File: src/rtl/warp_ahb_arbiter.sv
// Shares one AHB-Lite manager port between instruction fetch (port 0) and load/store (port 1).
// Define WARP_AHBARB_RR_EN for round-robin tie-breaking; otherwise port 0 has fixed priority.
module warp_ahb_arbiter #(
    parameter int unsigned ADDR_WIDTH  = 64,
    parameter int unsigned DATA_WIDTH  = 64,
    parameter logic [3:0]  HPROT_VALUE = 4'b0011
) (
    input  logic                    i_clk,
    input  logic                    i_rst_n,
    input  logic                    i_req0_valid,
    output logic                    o_req0_ready,
    input  logic [ADDR_WIDTH-1:0]   i_req0_addr,
    input  logic                    i_req0_write,
    input  logic [2:0]              i_req0_size,
    input  logic [DATA_WIDTH-1:0]   i_req0_wdata,
    input  logic [DATA_WIDTH/8-1:0] i_req0_wstrb,
    output logic                    o_rsp0_valid,
    output logic [DATA_WIDTH-1:0]   o_rsp0_rdata,
    output logic                    o_rsp0_err,
    input  logic                    i_req1_valid,
    output logic                    o_req1_ready,
    input  logic [ADDR_WIDTH-1:0]   i_req1_addr,
    input  logic                    i_req1_write,
    input  logic [2:0]              i_req1_size,
    input  logic [DATA_WIDTH-1:0]   i_req1_wdata,
    input  logic [DATA_WIDTH/8-1:0] i_req1_wstrb,
    output logic                    o_rsp1_valid,
    output logic [DATA_WIDTH-1:0]   o_rsp1_rdata,
    output logic                    o_rsp1_err,
    output logic [ADDR_WIDTH-1:0]   o_ahb_haddr,
    output logic [2:0]              o_ahb_hburst,
    output logic                    o_ahb_hmastlock,
    output logic [3:0]              o_ahb_hprot,
    output logic [2:0]              o_ahb_hsize,
    output logic                    o_ahb_hnonsec,
    output logic                    o_ahb_hexcl,
    output logic [1:0]              o_ahb_htrans,
    output logic [DATA_WIDTH-1:0]   o_ahb_hwdata,
    output logic [DATA_WIDTH/8-1:0] o_ahb_hwstrb,
    output logic                    o_ahb_hwrite,
    input  logic [DATA_WIDTH-1:0]   i_ahb_hrdata,
    input  logic                    i_ahb_hready,
    input  logic                    i_ahb_hresp
);

    localparam int unsigned STRB_WIDTH = DATA_WIDTH / 8;

    logic                  grant0, grant1, grant_any;

    logic                  vld_p0, owner_p0, write_p0;
    logic [ADDR_WIDTH-1:0] addr_p0;
    logic [2:0]            size_p0;
    logic [DATA_WIDTH-1:0] wdata_p0;
    logic [STRB_WIDTH-1:0] wstrb_p0;

    logic                  vld_p1, owner_p1, write_p1;
    logic [DATA_WIDTH-1:0] hwdata_p1;
    logic [STRB_WIDTH-1:0] hwstrb_p1;

    logic                  rsp0_vld_p2, rsp1_vld_p2, err0_p2, err1_p2;
    logic [DATA_WIDTH-1:0] rdata0_p2, rdata1_p2;

    logic                  done0, done1;
    logic [DATA_WIDTH-1:0] rdata_sel;

`ifdef WARP_AHBARB_RR_EN
    // Remembers the port of the last acceptance; reset value makes port 0 win the first tie.
    logic last_grant1;

    always_ff @(posedge i_clk or negedge i_rst_n) begin
        if (!i_rst_n) begin
            last_grant1 <= 1'b1;
        end else if (grant_any) begin
            last_grant1 <= grant1;
        end
    end

    always_comb begin
        grant0 = 1'b0;
        grant1 = 1'b0;
        if (i_rst_n && i_ahb_hready) begin
            if (i_req0_valid && i_req1_valid) begin
                grant0 = last_grant1;
                grant1 = !last_grant1;
            end else begin
                grant0 = i_req0_valid;
                grant1 = i_req1_valid;
            end
        end
    end
`else
    always_comb begin
        grant0 = i_rst_n && i_ahb_hready && i_req0_valid;
        grant1 = i_rst_n && i_ahb_hready && i_req1_valid && !i_req0_valid;
    end
`endif

    assign grant_any    = grant0 || grant1;
    assign o_req0_ready = grant0;
    assign o_req1_ready = grant1;

    // Stage p0: address phase, loaded from the arbitration winner on every bus advance
    always_ff @(posedge i_clk or negedge i_rst_n) begin
        if (!i_rst_n) begin
            vld_p0   <= 1'b0;
            owner_p0 <= 1'b0;
            write_p0 <= 1'b0;
            addr_p0  <= '0;
            size_p0  <= '0;
            wdata_p0 <= '0;
            wstrb_p0 <= '0;
        end else if (i_ahb_hready) begin
            vld_p0 <= grant_any;
            if (grant_any) begin
                owner_p0 <= grant1;
                write_p0 <= grant1 ? i_req1_write : i_req0_write;
                addr_p0  <= grant1 ? i_req1_addr  : i_req0_addr;
                size_p0  <= grant1 ? i_req1_size  : i_req0_size;
                wdata_p0 <= grant1 ? i_req1_wdata : i_req0_wdata;
                wstrb_p0 <= grant1 ? i_req1_wstrb : i_req0_wstrb;
            end
        end
    end

    // Stage p1: data phase; write data follows its address one advance later
    always_ff @(posedge i_clk or negedge i_rst_n) begin
        if (!i_rst_n) begin
            vld_p1    <= 1'b0;
            owner_p1  <= 1'b0;
            write_p1  <= 1'b0;
            hwdata_p1 <= '0;
            hwstrb_p1 <= '0;
        end else if (i_ahb_hready) begin
            vld_p1    <= vld_p0;
            owner_p1  <= owner_p0;
            write_p1  <= write_p0;
            hwdata_p1 <= wdata_p0;
            hwstrb_p1 <= wstrb_p0;
        end
    end

    assign done0     = i_ahb_hready && vld_p1 && !owner_p1;
    assign done1     = i_ahb_hready && vld_p1 && owner_p1;
    assign rdata_sel = write_p1 ? '0 : i_ahb_hrdata;

    // Stage p2: registered response pulse routed to the data-phase owner
    always_ff @(posedge i_clk or negedge i_rst_n) begin
        if (!i_rst_n) begin
            rsp0_vld_p2 <= 1'b0;
            rsp1_vld_p2 <= 1'b0;
            rdata0_p2   <= '0;
            rdata1_p2   <= '0;
            err0_p2     <= 1'b0;
            err1_p2     <= 1'b0;
        end else begin
            rsp0_vld_p2 <= done0;
            rsp1_vld_p2 <= done1;
            if (done0) begin
                rdata0_p2 <= rdata_sel;
                err0_p2   <= i_ahb_hresp;
            end
            if (done1) begin
                rdata1_p2 <= rdata_sel;
                err1_p2   <= i_ahb_hresp;
            end
        end
    end

    assign o_rsp0_valid    = rsp0_vld_p2;
    assign o_rsp0_rdata    = rdata0_p2;
    assign o_rsp0_err      = err0_p2;
    assign o_rsp1_valid    = rsp1_vld_p2;
    assign o_rsp1_rdata    = rdata1_p2;
    assign o_rsp1_err      = err1_p2;

    assign o_ahb_haddr     = addr_p0;
    assign o_ahb_hsize     = size_p0;
    assign o_ahb_hwrite    = write_p0;
    assign o_ahb_htrans    = {vld_p0, 1'b0};
    assign o_ahb_hwdata    = hwdata_p1;
    assign o_ahb_hwstrb    = hwstrb_p1;
    assign o_ahb_hburst    = 3'b000;
    assign o_ahb_hmastlock = 1'b0;
    assign o_ahb_hprot     = HPROT_VALUE;
    assign o_ahb_hnonsec   = 1'b0;
    assign o_ahb_hexcl     = 1'b0;

endmodule
File: config.mk
export PLATFORM = sky130hd
export DESIGN_NAME = warp_ahb_arbiter
export DESIGN_NICKNAME = d
export VERILOG_FILES = /design/src/rtl/warp_ahb_arbiter.sv
export SDC_FILE = /design/constraint.sdc
export NUM_CORES = 1
export LEC_CHECK = 0
export ABC_CLOCK_PERIOD_IN_PS = 1800
export BUFFER_PORTS_ARGS = -buffer_cell sky130_fd_sc_hd__buf_2
export CAP_MARGIN = 0
export CORE_AREA = 2 2 248 250
export CTS_CLUSTER_DIAMETER = 30
export CTS_CLUSTER_SIZE = 28
export DETAILED_ROUTE_END_ITERATION = 12
export DIE_AREA = 0 0 250 252
export PLACE_DENSITY = 0.44
export SLEW_MARGIN = 20
export SYNTH_ARGS = -nofsm -noshare
export SYNTH_HDL_FRONTEND = slang
export SYNTH_SLANG_ARGS = --single-unit
File: constraint.sdc
create_clock -name i_clk -period 1.8 [get_ports i_clk]
set_clock_uncertainty 0.1 [all_clocks]
set_input_delay 0.18 -clock i_clk [delete_from_list [all_inputs] [get_ports i_clk]]
set_output_delay 0.18 -clock i_clk [all_outputs]
set_load 0.01 [all_outputs]
==> results.md <==
* Status: finished, final reports clean
* Final setup viols at 0
* WS Path Type: input port to flop
* Area leader, netlist: dfrtp_1
* Design Area, Final at between 0.02 and 0.03 mm²
* Final Critical Period at 1760 ps
* Final #Nets at between 2000 and 2500
* TritonCTS clock tree: built
* Slew headroom at between 30% and 40%
* H-tree Lvls at 3
* Worst hold path class: input port to async pin
* Crit-path max FO at 18
* Critical path data required time at around 2200 ps
* Chip width at 250 µm
* Total I/O pin count at 636
* Leading cell types in the layout, fill and taps excluded: 623 x buf_2, 354 x dlygate4sd3_1, 348 x dfrtp_1
* DRT Wirelength at 57500 µm
* Arr. time, crit path at 2160 ps
* R2R Setup Slk at 240 ps
* Core Box Area at 0.0601 mm²
* Place WS at 166 ps
* Pins Over Slew Limit at 0
* GRT overflow at 0
* Syn avg cell area at 14.4 µm²
* DP Area at approximately 0.019 mm²
* Via count at 13412
* CP startpoint kind: input port
* Worst-margin pin slew at between 800 and 900 ps
* DIE AREA at 0.0630 mm²
* Wire per inst at 19.8 µm
* Setup WS post-layout at 39.0 ps
* Hpwl dp at 37900 µm
* Synth Cell Area at around 0.015 mm²
* Synth-to-Final Area Change at 76.0%
* First-pass GRT wire length at 86700 µm
* Ys Warns at 0
* CTS Hold Bufs at 359
* RSZ-0062 raised after global routing: no
* Antenna viol nets, final at 0
* Post_cts resized at 0
* Post-Synthesis Cells at 1028
* TritonRoute pass-1 iters at 5
* Leak pwr at 12.7 nW
* Yosys cell types at 17
* Commonest non-fill, non-tap cell in the layout: buf_2
* Register area share after synthesis at around 59%
* Power Density at 1400 mW/mm²
* Aggregate global-route resource usage at 17.8%
* MaxCap Viol Count at 0
* Vias in the first global route at ~15000
* Clk slew on worst S/H paths at 40 ps
* Peak supply drop at 892 µV
* Post-synth top area share at around three fifths
* CTS buffer count at 97
* Vias/cell at around 4.6
* Period utilization at between 90% and 100%
* Critical Path End Type: flop
* Setup Buffers After CTS at 0
* Root buffer cell: clkbuf_16
* Top cells by area, synth: dfrtp_1 59%, mux2_2 16%, a221o_1 9.5%
* CTS Buffer Depth at 3
* Initial DRC count at 599
* FP Rows at 90
* Initial antenna violation count at 11
* Largest net degree at the start of global routing at 83
* Final hold vios at 0
* Layout cells sized above 1 at 49.1%
* Seq cells post-synth at 349
* Initial Util at 24.5%
* Die H at 252 µm
* Worst-Skew Late Latency at 600 ps
* Post-route DRC violation count at 0
* Post-route setup TNS at 0 ps
* R2R cell count at 2
* Max Clk Rate at 568 MHz
* Num Clock Sinks at 349
* Placer Congestion at roughly 0.79
* IO Port Bufs at approximately 620
cell families after synthesis:
group / Yosys count / share of synthesized area (%)
AO/OA/AOI/OAI: 143 / 9.67
buffers and inverters: 121 / 4.21
flip-flops: 349 / 59.2
multiplexers: 205 / 15.6
other: 2 / 0.0509
AND/OR/NAND/NOR: 208 / 11.2
Yosys cell counts:
| master | instances |
|---|---|
| nor2b_1 | 64 |
| and4b_1 | 1 |
| inv_1 | 1 |
| conb_1 | 2 |
| dfrtp_1 | 349 |
| buf_4 | 14 |
| a221o_1 | 140 |
| buf_2 | 37 |
| and4_1 | 140 |
| o21ai_0 | 1 |
| buf_6 | 9 |
| clkbuf_1 | 60 |
| mux2_2 | 205 |
| and3_1 | 2 |
| a21o_1 | 1 |
| o211ai_2 | 1 |
| and3b_1 | 1 |
worst paths after layout:
check                                 start          endpoint
setup / recovery                    i_rst_n      wdata_p0[41]
hold / removal                      i_rst_n  o_rsp0_rdata[32]
setup reg to reg            o_ahb_haddr[10]   o_ahb_haddr[10]
hold reg to reg                    owner_p0          owner_p0
max in group asynchronous           i_rst_n   o_ahb_hwdata[3]
min in group i_clk         i_ahb_hrdata[11]  o_rsp1_rdata[11]
worst max-delay path, cell delays in order:
cell           delay (ps)
buf_8                 130
dlygate4sd3_1         600
buf_4                 220
and4_1                210
a221o_1               250
dlygate4sd3_1         550
per-stage QoR:
stage	hold WS [ps]	util (%)	total power, mW	instances
global placement	115	31.5	17.9	2369
floorplan	-216	-	14.5	1037
global route	4.24	43.2	38.2	2909
CTS	0.0627	43.2	36.9	2904
detailed placement	113	31.5	18.1	2369
finish	6.09	43.2	36.5	2910
routing by layer:
| metal | part of all wire (%) | GRT usage, % | vias up |
|---|---|---|---|
| met4 | 3.5 | 8.18 | 8 |
| met5 | 0.084 | 0 | - |
| li1 | - | - | 6059 |
| met3 | 8.1 | 6.08 | 130 |
| met1 | 41 | 21.0 | 6643 |
| met2 | 47 | 29.3 | 572 |
report_power, final:
part | total (mW) | switching, mW | internal, mW
sequential | 11.2 | 1.17 | 10.0
combinational | 7.74 | 3.56 | 4.18
clock | 17.6 | 4.99 | 12.6
state kept, by name (all words and copies together), names as in the netlist, 3 cells and up:
signal / cells
o_rsp1_rdata: 64
o_ahb_hsize: 3
o_ahb_hwstrb: 8
o_ahb_hwdata: 64
wdata_p0: 64
o_ahb_haddr: 64
wstrb_p0: 8
o_rsp0_rdata: 64
cell type report:
type | instances | area [µm²]
fill | 5695 | 34200
sequential | 349 | 8730
timing repair buffer | 1030 | 7400
multi-input combinational | 567 | 5450
clock buffer | 141 | 2860
tap | 782 | 978
clock inverter | 35 | 544
antenna | 5 | 12.5
inverter | 1 | 3.75
No activity file was read; power rests on OpenSTA's default activity.
